[src/rtl/seg_display_pkg.sv]
// seg_display_pkg: shared seven-segment constants and the hex glyph table
// Segment bytes are active-low, bit7..bit0 = a,b,c,d,e,f,g,dp.
package seg_display_pkg;
    localparam logic [7:0] SEG_BLANK = 8'hFF;
    localparam int SEG_A = 7;
    localparam int SEG_B = 6;
    localparam int SEG_C = 5;
    localparam int SEG_D = 4;
    localparam int SEG_E = 3;
    localparam int SEG_F = 2;
    localparam int SEG_G = 1;
    localparam int SEG_DP = 0;
    localparam logic [7:0] HEX_GLYPH [16] = '{
        8'h03, 8'h9F, 8'h25, 8'h0D, 8'h99, 8'h49, 8'h41, 8'h1F,
        8'h01, 8'h09, 8'h11, 8'hC1, 8'h63, 8'h85, 8'h61, 8'h71
    };
    function automatic logic [7:0] hex_to_seg(input logic [3:0] nibble);
        return HEX_GLYPH[nibble];
    endfunction
endpackage

[src/rtl/seg_hex_decoder.sv]
// seg_hex_decoder: 4-bit nibble to active-low seven-segment pattern (dp off)
// Ports: nibble in 4, seg out 8 (a,b,c,d,e,f,g,dp active-low).
module seg_hex_decoder
    import seg_display_pkg::*;
(
    input  logic [3:0] nibble,
    output logic [7:0] seg
);
    assign seg = hex_to_seg(nibble);
endmodule

[src/rtl/seg_scan_display.sv]
// seg_scan_display: multiplexed seven-segment scanner with double-buffered load
// Ports: clk, rst (sync, active-high); wr_data/wr_dp/wr_valid/wr_ready load
// handshake; blank_mask/blink_mask/lz_suppress live controls; enable/which/seg
// registered digit-select and active-low segment outputs.
module seg_scan_display
    import seg_display_pkg::*;
#(
    parameter int N_DIGITS = 8,
    parameter int SCAN_DIV = 16384,
    parameter int BLINK_FRAMES = 32,
    localparam int WHICH_W = (N_DIGITS > 1) ? $clog2(N_DIGITS) : 1
) (
    input  logic                  clk,
    input  logic                  rst,
    input  logic [4*N_DIGITS-1:0] wr_data,
    input  logic [N_DIGITS-1:0]   wr_dp,
    input  logic                  wr_valid,
    output logic                  wr_ready,
    input  logic [N_DIGITS-1:0]   blank_mask,
    input  logic [N_DIGITS-1:0]   blink_mask,
    input  logic                  lz_suppress,
    output logic                  enable,
    output logic [WHICH_W-1:0]    which,
    output logic [7:0]            seg
);
    localparam int CNT_W = $clog2(SCAN_DIV);
    localparam int FR_W = (BLINK_FRAMES > 1) ? $clog2(BLINK_FRAMES) : 1;
    // Per-digit arrays are padded to a power of two so which_nxt never indexes out of range.
    localparam int NP = 1 << WHICH_W;

    logic [CNT_W-1:0]      cnt;
    logic [FR_W-1:0]       fr_cnt;
    logic                  blink_phase;
    logic [4*N_DIGITS-1:0] disp_data, pend_data, data_nxt;
    logic [N_DIGITS-1:0]   disp_dp, pend_dp, dp_nxt;
    logic                  pend_full;
    logic                  tick, last, frame_end, frame_wrap, blink_nxt, load, zero_run;
    logic [WHICH_W-1:0]    which_nxt;
    logic [3:0]            nib_arr [NP];
    logic [3:0]            nib_sel;
    logic [NP-1:0]         hide, dp_pad;
    logic [7:0]            dec_seg, seg_shown;

    assign wr_ready = ~pend_full;

    // Everything feeding seg/enable uses next-state values so the glyph
    // lands on the same edge as the digit select that shows it.
    always_comb begin
        tick = cnt == CNT_W'(SCAN_DIV - 1);
        last = which == WHICH_W'(N_DIGITS - 1);
        frame_end = tick && last;
        which_nxt = tick ? (last ? '0 : which + 1'b1) : which;
        frame_wrap = frame_end && fr_cnt == FR_W'(BLINK_FRAMES - 1);
        blink_nxt = blink_phase ^ frame_wrap;
        load = frame_end && pend_full;
        data_nxt = load ? pend_data : disp_data;
        dp_nxt = load ? pend_dp : disp_dp;
        dp_pad = NP'(dp_nxt);
        hide = '0;
        zero_run = 1'b1;
        for (int i = 0; i < NP; i++) nib_arr[i] = 4'h0;
        for (int i = 0; i < N_DIGITS; i++) begin
            nib_arr[i] = data_nxt[4*(N_DIGITS-1-i) +: 4];
            zero_run = zero_run && nib_arr[i] == 4'h0;
            hide[i] = blank_mask[i] || (blink_mask[i] && blink_nxt)
                   || (lz_suppress && zero_run && i < N_DIGITS - 1);
        end
        nib_sel = nib_arr[which_nxt];
        seg_shown = dec_seg;
        seg_shown[SEG_DP] = ~dp_pad[which_nxt];
    end

    seg_hex_decoder u_dec (
        .nibble (nib_sel),
        .seg    (dec_seg)
    );

    always_ff @(posedge clk) begin
        if (rst) begin
            cnt <= '0;
            which <= '0;
            fr_cnt <= '0;
            blink_phase <= 1'b0;
            disp_data <= '0;
            disp_dp <= '0;
            pend_data <= '0;
            pend_dp <= '0;
            pend_full <= 1'b0;
            seg <= SEG_BLANK;
            enable <= 1'b0;
        end else begin
            cnt <= tick ? '0 : cnt + 1'b1;
            which <= which_nxt;
            fr_cnt <= frame_end ? (frame_wrap ? '0 : fr_cnt + 1'b1) : fr_cnt;
            blink_phase <= blink_nxt;
            disp_data <= data_nxt;
            disp_dp <= dp_nxt;
            if (load) begin
                pend_full <= 1'b0;
            end else if (wr_valid && !pend_full) begin
                pend_data <= wr_data;
                pend_dp <= wr_dp;
                pend_full <= 1'b1;
            end
            seg <= hide[which_nxt] ? SEG_BLANK : seg_shown;
            enable <= ~hide[which_nxt];
        end
    end
endmodule

[config.mk]
export PLATFORM = sky130hd
export DESIGN_NAME = seg_scan_display
export DESIGN_NICKNAME = d
export VERILOG_FILES = /design/src/rtl/seg_display_pkg.sv /design/src/rtl/seg_hex_decoder.sv /design/src/rtl/seg_scan_display.sv
export SDC_FILE = /design/constraint.sdc
export NUM_CORES = 1
export LEC_CHECK = 0
export CAP_MARGIN = 20
export CORE_UTILIZATION = 45
export CTS_BUF_LIST = sky130_fd_sc_hd__clkbuf_4
export CTS_CLUSTER_DIAMETER = 120
export DETAILED_ROUTE_END_ITERATION = 6
export HOLD_SLACK_MARGIN = 0.1
export PLACE_DENSITY = 0.68
export SYNTH_ARGS = -nofsm -noshare
export SYNTH_HDL_FRONTEND = slang
export SYNTH_SLANG_ARGS = --single-unit
[constraint.sdc]
create_clock -name clk -period 6.1 [get_ports clk]
set_clock_uncertainty 0.1 [all_clocks]
set_input_delay 1.22 -clock clk [delete_from_list [all_inputs] [get_ports clk]]
set_output_delay 1.22 -clock clk [all_outputs]
set_load 0.01 [all_outputs]
; ---- Word level (Yosys, flattened, before mapping)
; Memories as Yosys holds them, arrays and structs flattened. A register that Yosys moved wholly into a read port is not among the register bits.
; Cells that the tools add are included.
[totals]
rom_bits = 128
memories = 1
wordCells = 94
regBits = 113
in_bits = 60
[mem_list]
columns = name, words, word_bits, read_ports, rd_ports_with_merged_regs, write_ports, line_no
row1 = (name not given), 16, 8, 1, 1, 0, seg_display_pkg.sv:18  ; return HEX_GLYPH[nibble];
[op_classes]
n_eq_ne = 3
reduce_logical = 52
order_cmp = 3
mux = 14
n_bitwise = 7
addsub = 3
[op_table]
columns = operator, n
row1 = $mux 32, 1
row2 = $logic_not 4->1, 7
row3 = $logic_and 1x1->1, 25
row4 = $mux 8, 3
row5 = $logic_or 1x1->1, 15
row6 = $add 14x1->14 const B, 1
row7 = $eq 14x14->1 const B, 1
row8 = $bmux 4 s3, 1
row9 = $mux 4, 2
row10 = $bmux 1 s3, 2
row11 = $mux 3, 2
row12 = $reduce_or 2->1, 3
row13 = $add 5x1->5 const B, 1
row14 = $eq 5x5->1 const B, 1
row15 = $ge 5x5->1 const B, 1
row16 = $mux 5, 1
row17 = $not 4->5, 1
row18 = $ge 4x4->1 const B, 1
row19 = $lt 3x4->1 const B, 1
row20 = $not 1->1, 4
row21 = $not 3->4, 1
row22 = $add 3x1->3 const B, 1
row23 = $eq 3x3->1 const B, 1
row24 = $mux 1, 2
row25 = 3 further kinds, 3

; ---- Longest topological paths before layout
[depth]
ltp_word = 16
mapped_depth = 15
ltp_nobuf = 14

; ---- Cells and area by module
; From an unflattened synthesis, not the netlist that was laid out.
[unflattened]
cells_unflattened = 620
hier_area_um2 = 5223.8
[by_module_without_submodules]
columns = mod, seq_area_each_um2, area_per_inst_um2, n_inst, cells_per_inst
row1 = seg_scan_display, 2262.2, 4949.7, 1, 587
row2 = seg_hex_decoder, 0.0, 274.0, 1, 33

; ---- Worst setup path after synthesis
; No wires, ideal clock.
[synth_path]
kind = register to register
start = reg cnt[8]
end = reg seg[7]
synth_period_minus_slack_ns = 3.370
path_buffers = 1
stages_incl_launch_ff = 14
slack_ns = 2.730
t_arrival_ns = 3.130
cell_sequence = dfxtp_1 nand4_4 nor4_4 mux2i_1 buf_6 mux2i_1 o22ai_1 a31oi_1 a21oi_1 inv_1 ha_1 and3_1 a211oi_1 o221ai_1
[synth_between]
elab_chain_cells = 16
elab_cells_between_ends = 58
cone_classes = eq/ne: 1 / mux: 7 / bitwise: 3 / reduce/logical: 47
[synth_lines]
columns = element, line_no
row1 = "start, declared", seg_scan_display.sv:31  ; logic [CNT_W-1:0] cnt;
row2 = "start signal, assigned", seg_scan_display.sv:92  ; cnt <= tick ? '0 : cnt + 1'b1;
row3 = $eq 14x14->1 (*), seg_scan_display.sv:49  ; tick = cnt == CNT_W'(SCAN_DIV - 1);
row4 = $logic_and 1x1->1, seg_scan_display.sv:51  ; frame_end = tick && last;
row5 = $logic_and 1x1->1, seg_scan_display.sv:55  ; load = frame_end && pend_full;
row6 = $mux 32, seg_scan_display.sv:56  ; data_nxt = load ? pend_data : disp_data;
row7 = $logic_not 4->1, seg_scan_display.sv:64  ; zero_run = zero_run && nib_arr[i] == 4'h0;
row8 = $logic_and 1x1->1 (6 in a row), seg_scan_display.sv:64
row9 = $logic_and 1x1->1, seg_scan_display.sv:66  ; || (lz_suppress && zero_run && i < N_DIGITS - 1);
row10 = $logic_or 1x1->1, seg_scan_display.sv:66
row11 = $bmux 1 s3, seg_scan_display.sv:105  ; seg <= hide[which_nxt] ? SEG_BLANK : seg_shown;
row12 = $mux 1 (implied by the code), seg_scan_display.sv:105
row13 = $reduce_or 2->1 (no source line), -
row14 = "end, declared", seg_scan_display.sv:24  ; output logic [7:0] seg
; Every way passes the cells marked *; elsewhere a longest branch is shown, timed or not. The select of a mux whose other input is x is not followed.
; A chain may end at the register's enable or synchronous reset.

; ---- Worst setup path after layout
; Ends and elaborated chain as after synthesis.

==> impl_metrics.json <==
{
  "postSynthAreaPerCell_sq_um": 7.76,
  "clk_pin_slew_ps": 100,
  "rsz0062_at_grt": "no",
  "hold_start": "disp_dp[2]$_SDFF_PP0_",
  "async_flop_share_pct": 0,
  "antenna_cells_inserted": 0,
  "reg2reg_from": "cnt[8]$_SDFF_PP0_",
  "core_area_sq_um": 12000,
  "critPathTopFamily": "simple AND/OR/NAND/NOR gates",
  "cts-resized-gates": 0,
  "synth_nets": 783,
  "p_clk_share_pct": 38.2,
  "layout_min_cycle_time_ps": 4180,
  "path_cells": "nand4_4 -> nor4_4 -> mux2i_2 -> buf_4 -> mux2i_1 -> o22ai_1 -> a31oi_1 -> a21oi_1 -> inv_1 -> ha_1 -> and3_1 -> a211oi_1 -> o221ai_1",
  "die_height_um": 113,
  "place_area_sq_um": 6330,
  "vdd_drop_max_v": 0.000183,
  "setup_viol": 0,
  "postCtsHoldBufs": 0,
  "wirelength_um": 14400,
  "first_pass_iters": 5,
  "vias": 5208,
  "synth_top_flop_cell": "dfxtp_1",
  "relSlewSlack_pct": 36.8,
  "antenna_left": 0,
  "path_buf_inv": 2,
  "antenna_found_initial": 0,
  "fmax_ghz": 0.239,
  "area.growth.synth_to_final_pct": 19.6,
  "crit_arrival_ps": 4470,
  "required_ps": 6380,
  "crit_fanout": 24,
  "yosys_register_bits": 113,
  "cts.path.max_buffers": 2,
  "synth.most_common_cell": "nand2_1",
  "swShare_pct": 25.5,
  "grt_pass1_vias": 4921,
  "synth_common_cells": "201 x nand2_1, 113 x dfxtp_1, 104 x a21oi_1",
  "hold_depth": 2,
  "reg2reg_slack_ps": 1920,
  "cts_tree": "done",
  "final_core_util_pct": 55.0,
  "initialDrtViolationCount": 338,
  "fin_area_sq_um": 6610,
  "power_frac_seq_pct": 54.4,
  "cap_viol_max_count": 0,
  "r2r_end": "seg[7]$_SDFF_PP1_",
  "layout-drive-gt1-share_pct": 7.92,
  "p_per_area_nw_per_um2": 215,
  "cp-start-kind": "register",
  "yosysTopAreaCell": "dfxtp_1",
  "cts_setup_buffers": 0,
  "die-area_sq_um": 12700,
  "grt-ovfl-total": 0,
  "rows": 40,
  "ys_warn_count": 0,
  "outcome": "completed",
  "cts_buffers": 17,
  "drv_slew": 0,
  "io_pins": 73,
  "routabilityCongestion": 0.929,
  "finalCritPeriodShare_pct": 68.6,
  "reg2reg_depth": 13,
  "grt.total_usage_pct": 24.2,
  "p_int_w": 0.00106,
  "grt_pass1_wl_um": 24200,
  "p_leak_nw": 2.40,
  "crit_type": "register to register",
  "die_width_um": 113,
  "slowest_delay_ps": 870,
  "ys_seq_area_share_pct": 40.9,
  "hp-class": "register to register",
  "clk_latency_ps": 520,
  "io_buffers": 72,
  "start_util_pct": 46.0,
  "power_frac_comb_pct": 7.4,
  "synth_top_area_share_pct": 40.9,
  "grt_max_degree": 52,
  "h-tree-depth": 4,
  "setup_tns_ps": 0,
  "wl_per_cell_um": 15.5,
  "syn-cell-area_sq_um": 5530,
  "cts_sinks": 113,
  "worst_path_max_delay_cell": "nor4_4",
  "crit_path_end_kind": "register",
  "avgViaCountPerCell": 5.60,
  "remaining_drc_errors": 0,
  "hold_viol": 0,
  "synth_area_leaders": "dfxtp_1 41%, nand2_1 14%, a21oi_1 9.4%",
  "dp_hpwl_um": 10400,
  "synthCells": 712,
  "switchingPower_w": 0.000363,
  "min_to": "disp_dp[2]$_SDFF_PP0_",
  "synth_edf_count": 0,
  "ys_types": 54,
  "nets": 841,
  "tightestPinTransition_ps": 941,
  "cts_root_buf": "clkbuf_4"
}
routing by layer:
layer	wire length [um]	share of wire (%)	track usage [%]	up-vias
met1	6710	46	31.8	2400
met5	0	0	0	-
met2	6400	44	37.4	174
li1	-	-	-	2597
met3	801	5.5	5.30	37
met4	529	3.7	12.2	0
logic make-up after synthesis:
| group | after synthesis | synth area share [%] |
|---|---|---|
| XOR/XNOR | 14 | 2.22 |
| flip-flops | 113 | 40.9 |
| AO/OA/AOI/OAI | 173 | 18.6 |
| buffers and inverters | 56 | 4.05 |
| adder cells (fa/ha/maj) | 11 | 2.49 |
| AND/OR/NAND/NOR | 316 | 26.3 |
| multiplexers | 29 | 5.50 |
state kept, by name, summed over array words and instances, names as in the netlist:
name and cells:
pend_full 1, fr_cnt 5, disp_data 32, pend_dp 8, blink_phase 1, which 3, enable 1, pend_data 32
cnt 14, seg 8, disp_dp 8
cell type report:
cell class                 instances  area [sq um]
sequential                       113          2260
tap                              147           184
clock inverter                    14           140
inverter                          13          48.8
multi-input combinational        543          3050
timing repair buffer              82           791
clock buffer                      18           135
fill                            1143          5400
power by group through the flow:
stage               registers (W)  clock network [W]  logic (W)
floorplan                0.000785                  0  0.0000499
global placement         0.000790                  0   0.000104
finish                   0.000774           0.000543   0.000105
global route             0.000777           0.000590   0.000117
detailed placement       0.000791                  0   0.000105
CTS                      0.000774           0.000555   0.000106
placed cells by master (no fill, tap or decap), drive strengths merged, types with 8 or more instances in the layout:
cell           count
and3               9
clkinv             8
dfxtp            113
ha                11
nor2              30
mux2              11
clkdlybuf4s50     71
a21oi            104
nand3             18
nor4              16
o22ai              8
mux2i             18
inv               15
o21ai             14
a211oi            13
clkbuf            18
buf               11
nand2            201
worst max-delay path by stage:
stage | start | to | slack (ps) | cells after the start
2_1_floorplan | cnt[8]$_SDFF_PP0_ | seg[7]$_SDFF_PP1_ | 2730 | 13
3_3_place_gp | cnt[8]$_SDFF_PP0_ | seg[7]$_SDFF_PP1_ | 2190 | 13
3_5_place_dp | cnt[8]$_SDFF_PP0_ | seg[7]$_SDFF_PP1_ | 1940 | 13
4_1_cts | cnt[8]$_SDFF_PP0_ | seg[7]$_SDFF_PP1_ | 1940 | 13
5_1_grt | cnt[4]$_SDFF_PP0_ | seg[7]$_SDFF_PP1_ | 1620 | 13
6_report | cnt[8]$_SDFF_PP0_ | seg[7]$_SDFF_PP1_ | 1920 | 13
through the flow:
step	power [W]	setup WS, ps	instances	hold slack, ps
floorplan	0.000835	2730	712	330
global placement	0.000894	2190	898	340
detailed placement	0.000896	1940	898	347
CTS	0.00144	1940	930	362
global route	0.00148	1620	930	382
finish	0.00142	1920	930	363
tightest hold or removal path: cells and delay by family, from the launching register on:
kind | cells | cell delay [ps]
compound gates | 1 | 50
flops | 1 | 320
simple gates | 1 | 50
Power figures use the tool's default switching activity.
==> RTL change 1, RTL diff (config.mk and constraints unchanged) <==
Take the reset off `disp_data` and load it in a clocked block of its own.
--- a/src/rtl/seg_scan_display.sv
+++ b/src/rtl/seg_scan_display.sv
@@ -81,7 +81,6 @@
             which <= '0;
             fr_cnt <= '0;
             blink_phase <= 1'b0;
-            disp_data <= '0;
             disp_dp <= '0;
             pend_data <= '0;
             pend_dp <= '0;
@@ -93,7 +92,6 @@
             which <= which_nxt;
             fr_cnt <= frame_end ? (frame_wrap ? '0 : fr_cnt + 1'b1) : fr_cnt;
             blink_phase <= blink_nxt;
-            disp_data <= data_nxt;
             disp_dp <= dp_nxt;
             if (load) begin
                 pend_full <= 1'b0;
@@ -106,5 +104,9 @@
             enable <= ~hide[which_nxt];
         end
     end
+
+    always_ff @(posedge clk) begin
+        disp_data <= data_nxt;
+    end
 endmodule
 
Function: no difference found for any inputs over 10 cycles, from zero or initial values and one cycle with rst high; that may be too few to reach the edited logic, so the function may still have changed.
==> RTL change 1 against the unedited design <==
Area after synthesis grew 0.95%; cell area rose by 1.3%; wire length shrank 1.4%; total power grew 6.0%; count of clock-buffer cells in the layout stayed put; sequential cell count stayed put; die area increased by 0.93%; non-clock buffer count is 3 lower; worst setup slack better by 75 ps.
==> RTL change 1: results (changes against the unedited design) <==
First-pass GRT wire length - 23,160 um (-4.4%)
Post-synth top cells - nand2_1 (178), dfxtp_1 (113), a21oi_1 (58), nor2_1 (38), clkbuf_1 (24)
Layout Nets - 795 (-5.5%)
Post-Place Worst Slack - 2111 ps (+166.4 ps)
Count of different cell masters after synthesis - 69 (+28%)
GR Layer Usage met2 - 37.83% (+0.38 points)
Fillers - 1,130 (-1.1%)
Final worst-path setup slack - 1993 ps (+74.89 ps)
Slowest cell delay on critical path - 430 ps (-440 ps)
Met3 Track Usage GR - 6.106% (+0.80 points)
Final WL - 14,250 um (-1.4%)
Largest net degree at the start of global routing - 66 (+27%)
Worst-margin pin slew - 936.7 ps (-4.041 ps)
Vias in the first global route - 4,796 (-2.5%)
CP delay by family, top - compound AO/OA/AOI/OAI gates
Worst skew pair latency - 550 ps (+30 ps)
Met1 GRT Util - 28.69% (-3.1 points)
R2r worst-path depth - 14 (+1)
Worst vdd ir - 0.0001440 V (-21%)
Top cells by area, synth - dfxtp_1 (41%), nand2_1 (12%), a21oi_1 (5.2%), mux2_2 (4.2%), mux2i_1 (3.8%)
Worst Path Max Fanout - 32 (+33%)
Clock root buffer master - clkbuf_4
Worst setup startpoint - which[1]
Worst setup path endpoint - seg[4]
Status - finished clean
Crit path max-delay cell type - nand4_2
Total track usage - 23.27% (-0.91 points)
Leak - 0.002564 uW (+6.8%)
Seq/Total Area, Yosys - 40.54% (-0.39 points)
Routability congestion estimate - 0.9011 (-3.0%)
Drt initial violations - 284 (-16%)
Synth Net Count - 736 (-6.0%)
Reg clk slew, reported paths - 110 ps
Vias after detailed routing - 5,031 (-3.4%)
[RTL change 1: cell count changes in the layout (fill, tap and decap cells not counted), sizes merged, moves of 5 or more]
cell    change
and2        -6
mux2i       +5
nor2        +9
a211oi      +6
and4        +6
mux2       +12
a21oi      -42
nand2      -20
[RTL change 1: power breakdown]
part / total [uW] / internal, uW / switching, uW / leakage (uW)
Sequential: 775 / 756 / 18.2 / 0.000918
Clock: 626 / 328 / 298 / 0.000166
Combinational: 107 / 59.3 / 47.7 / 0.00148
[RTL change 1: worst min path at each step]
stage	startpoint	end	slack [ps]	depth (start not counted)
final	disp_data[3]	disp_data[3]	360	2
after detailed placement	disp_data[2]	disp_data[2]	340	2
after global placement	disp_data[2]	disp_data[2]	330	2
after global routing	disp_dp[4]	disp_dp[4]	380	2
after floorplan	disp_data[2]	disp_data[2]	320	2
after CTS	disp_data[2]	disp_data[2]	350	2
[RTL change 1: worst register-to-register path: stages, from the launching register on]
cell,delay (ps)
dfxtp_1,400
ha_1,170
ha_1,410
and4_1,310
nand4_2,430
buf_4,430
mux2_2,330
nand2b_1,140
a32oi_1,290
o221ai_2,230
ha_1,250
inv_1,90
a21oi_1,50
a221oi_1,240
o21ai_1,110
[RTL change 1: stage by stage]
step	power [uW]	hold slack (ps)	std cells	area [um2]	util (%)
2_1_floorplan	834.3	317.0	665	5580	-
3_3_place_gp	892.7	329.8	872	6345	52.60
3_5_place_dp	898.4	338.3	873	6372	52.83
4_1_cts	1524	354.7	905	6695	55.51
5_1_grt	1566	375.5	905	6695	55.51
6_report	1508	359.2	905	6695	55.51
[RTL change 1: cell type report]
class                           instances  area share, %
Multi-Input combinational cell        501          45.80
Sequential cell                       113          33.79
Timing Repair Buffer                   79          11.77
Tap cell                              168          3.140
Clock inverter                         14          2.803
Clock buffer                           18          2.018
Inverter                               12         0.6728
[RTL change 1: kinds of logic after synthesis]
group	synth area share, %
flops	40.54
simple gates	25.07
buf+inv	4.551
xor+xnor	2.040
fa+ha+maj	2.466
compound gates	16.14
mux	9.193
[RTL change 1: layer usage]
layer	vias up	part of all wire [%]
met4	0	3.0
met1	2392	46
li1	2461	-
met3	33	5.0
met5	-	0
met2	145	46
==> RTL change 2, RTL diff (config.mk and constraints unchanged) <==
Made on the original files. Set the parameter `N_DIGITS` to 16 (it was 8).
--- a/src/rtl/seg_scan_display.sv
+++ b/src/rtl/seg_scan_display.sv
@@ -5,7 +5,7 @@
 module seg_scan_display
     import seg_display_pkg::*;
 #(
-    parameter int N_DIGITS = 8,
+    parameter int N_DIGITS = 16,
     parameter int SCAN_DIV = 16384,
     parameter int BLINK_FRAMES = 32,
     localparam int WHICH_W = (N_DIGITS > 1) ? $clog2(N_DIGITS) : 1
Ports: changed (5 resized); port bits go from 73 to 130. The function was not compared with the original's and may differ.
==> RTL change 2 against the unedited design <==
Area after synthesis rose by 64%; wire length grew 78%; non-clock buffer count grew 60; total power increased by 55%; worst setup slack got worse by 250 ps; worst hold slack got worse by 17 ps; sequential cell count grew 81; cell area rose by 63%; die area increased by 63%; sequential share of layout area increased by 1.9 points; critical path type unchanged; critical endpoint is now seg[4]; largest cell class unchanged.
==> RTL change 2: results (changes against the unedited design) <==
Status - finished clean
Top cells by area, synth - dfxtp_1 (43%), nand2_1 (15%), a21oi_1 (10%), mux2i_1 (3.0%), clkbuf_1 (2.4%)
Ant diodes - 2 (+2)
Total track usage - 25.30% (+1.1 points)
Layout Nets - 1,385 (+65%)
Worst setup path endpoint - seg[4]
GR Layer Usage met2 - 39.69% (+2.2 points)
Clock sink total - 194 (+72%)
Clock buffer cells - 19 (+1)
Reg clk slew, reported paths - 150 ps (+50 ps)
Met3 Track Usage GR - 4.404% (-0.90 points)
WHS Endpoint - disp_dp[15]
Sequential Area - 0.003884 mm2 (+72%)
Hold slack - 345.3 ps (-17.35 ps)
R2r worst-path depth - 14 (+1)
Count of different cell masters after synthesis - 64 (+19%)
Seq/Total Area, Yosys - 42.79% (+1.9 points)
Final WL - 25,680 um (+78%)
Slowest cell delay on critical path - 740 ps (-130 ps)
Initial antenna violation count - 1 (+1)
Worst vdd ir - 0.0001571 V (-14%)
Non-clock buffer share - 12.89% (+0.92 points)
Crit path max-delay cell type - mux2_2
Drt initial violations - 866 (+160%)
Met1 wire length - 11,640 um (+73%)
==> RTL change 2: cell count changes after synthesis, moves of 6 or more <==
| cell | delta |
|---|---|
| a21oi_1 | +83 |
| and2_1 | -6 |
| buf_1 | +8 |
| buf_2 | +7 |
| clkbuf_1 | +21 |
| dfxtp_1 | +81 |
| mux2i_1 | +9 |
| nand2_1 | +153 |
| nor2_1 | +19 |
| nor3_1 | +15 |
| nor4_1 | +14 |
| o21ai_0 | +8 |
| o221ai_1 | +6 |
| o22ai_1 | +19 |
==> RTL change 2: per-stage QoR <==
| stage | worst slack (ps) | instance area (um2) | std cells | utilization, % |
|---|---|---|---|---|
| 6_report | 1664 | 10760 | 1538 | 54.91 |
| 5_1_grt | 1355 | 10760 | 1538 | 54.91 |
| 4_1_cts | 1532 | 10750 | 1535 | 54.85 |
| 3_5_place_dp | 1546 | 10490 | 1504 | 53.53 |
| 3_3_place_gp | 1643 | 10490 | 1504 | 53.53 |
| 2_1_floorplan | 2641 | 9076 | 1180 | - |
==> RTL change 2: power breakdown <==
group / leakage [uW] / switching (uW) / internal (uW)
Sequential: 0.00158 / 34.6 / 1300
Combinational: 0.00198 / 94.0 / 104
Clock: 0.000136 / 420 / 244
==> RTL change 2: cells by family (layout without fill, tap and decap cells) <==
family,Yosys count,in the layout,synth area share (%)
AND/OR/NAND/NOR,517,517,24.65
flip-flops,194,194,42.79
multiplexers,45,45,5.376
AO/OA/AOI/OAI,308,308,20.29
buffers and inverters,93,184,4.260
XOR/XNOR,13,13,1.254
other,0,2,0
adder cells (fa/ha/maj),10,10,1.379
==> RTL change 2: worst max-delay path: cells and delay by family (launching register included) <==
kind	cells	cell delay (ps)
buffers and inverters	2	570
and+or+nand+nor	3	510
adders and majority gates	2	630
muxes	4	1150
AOI/OAI and AO/OA	3	950
DFF	1	390
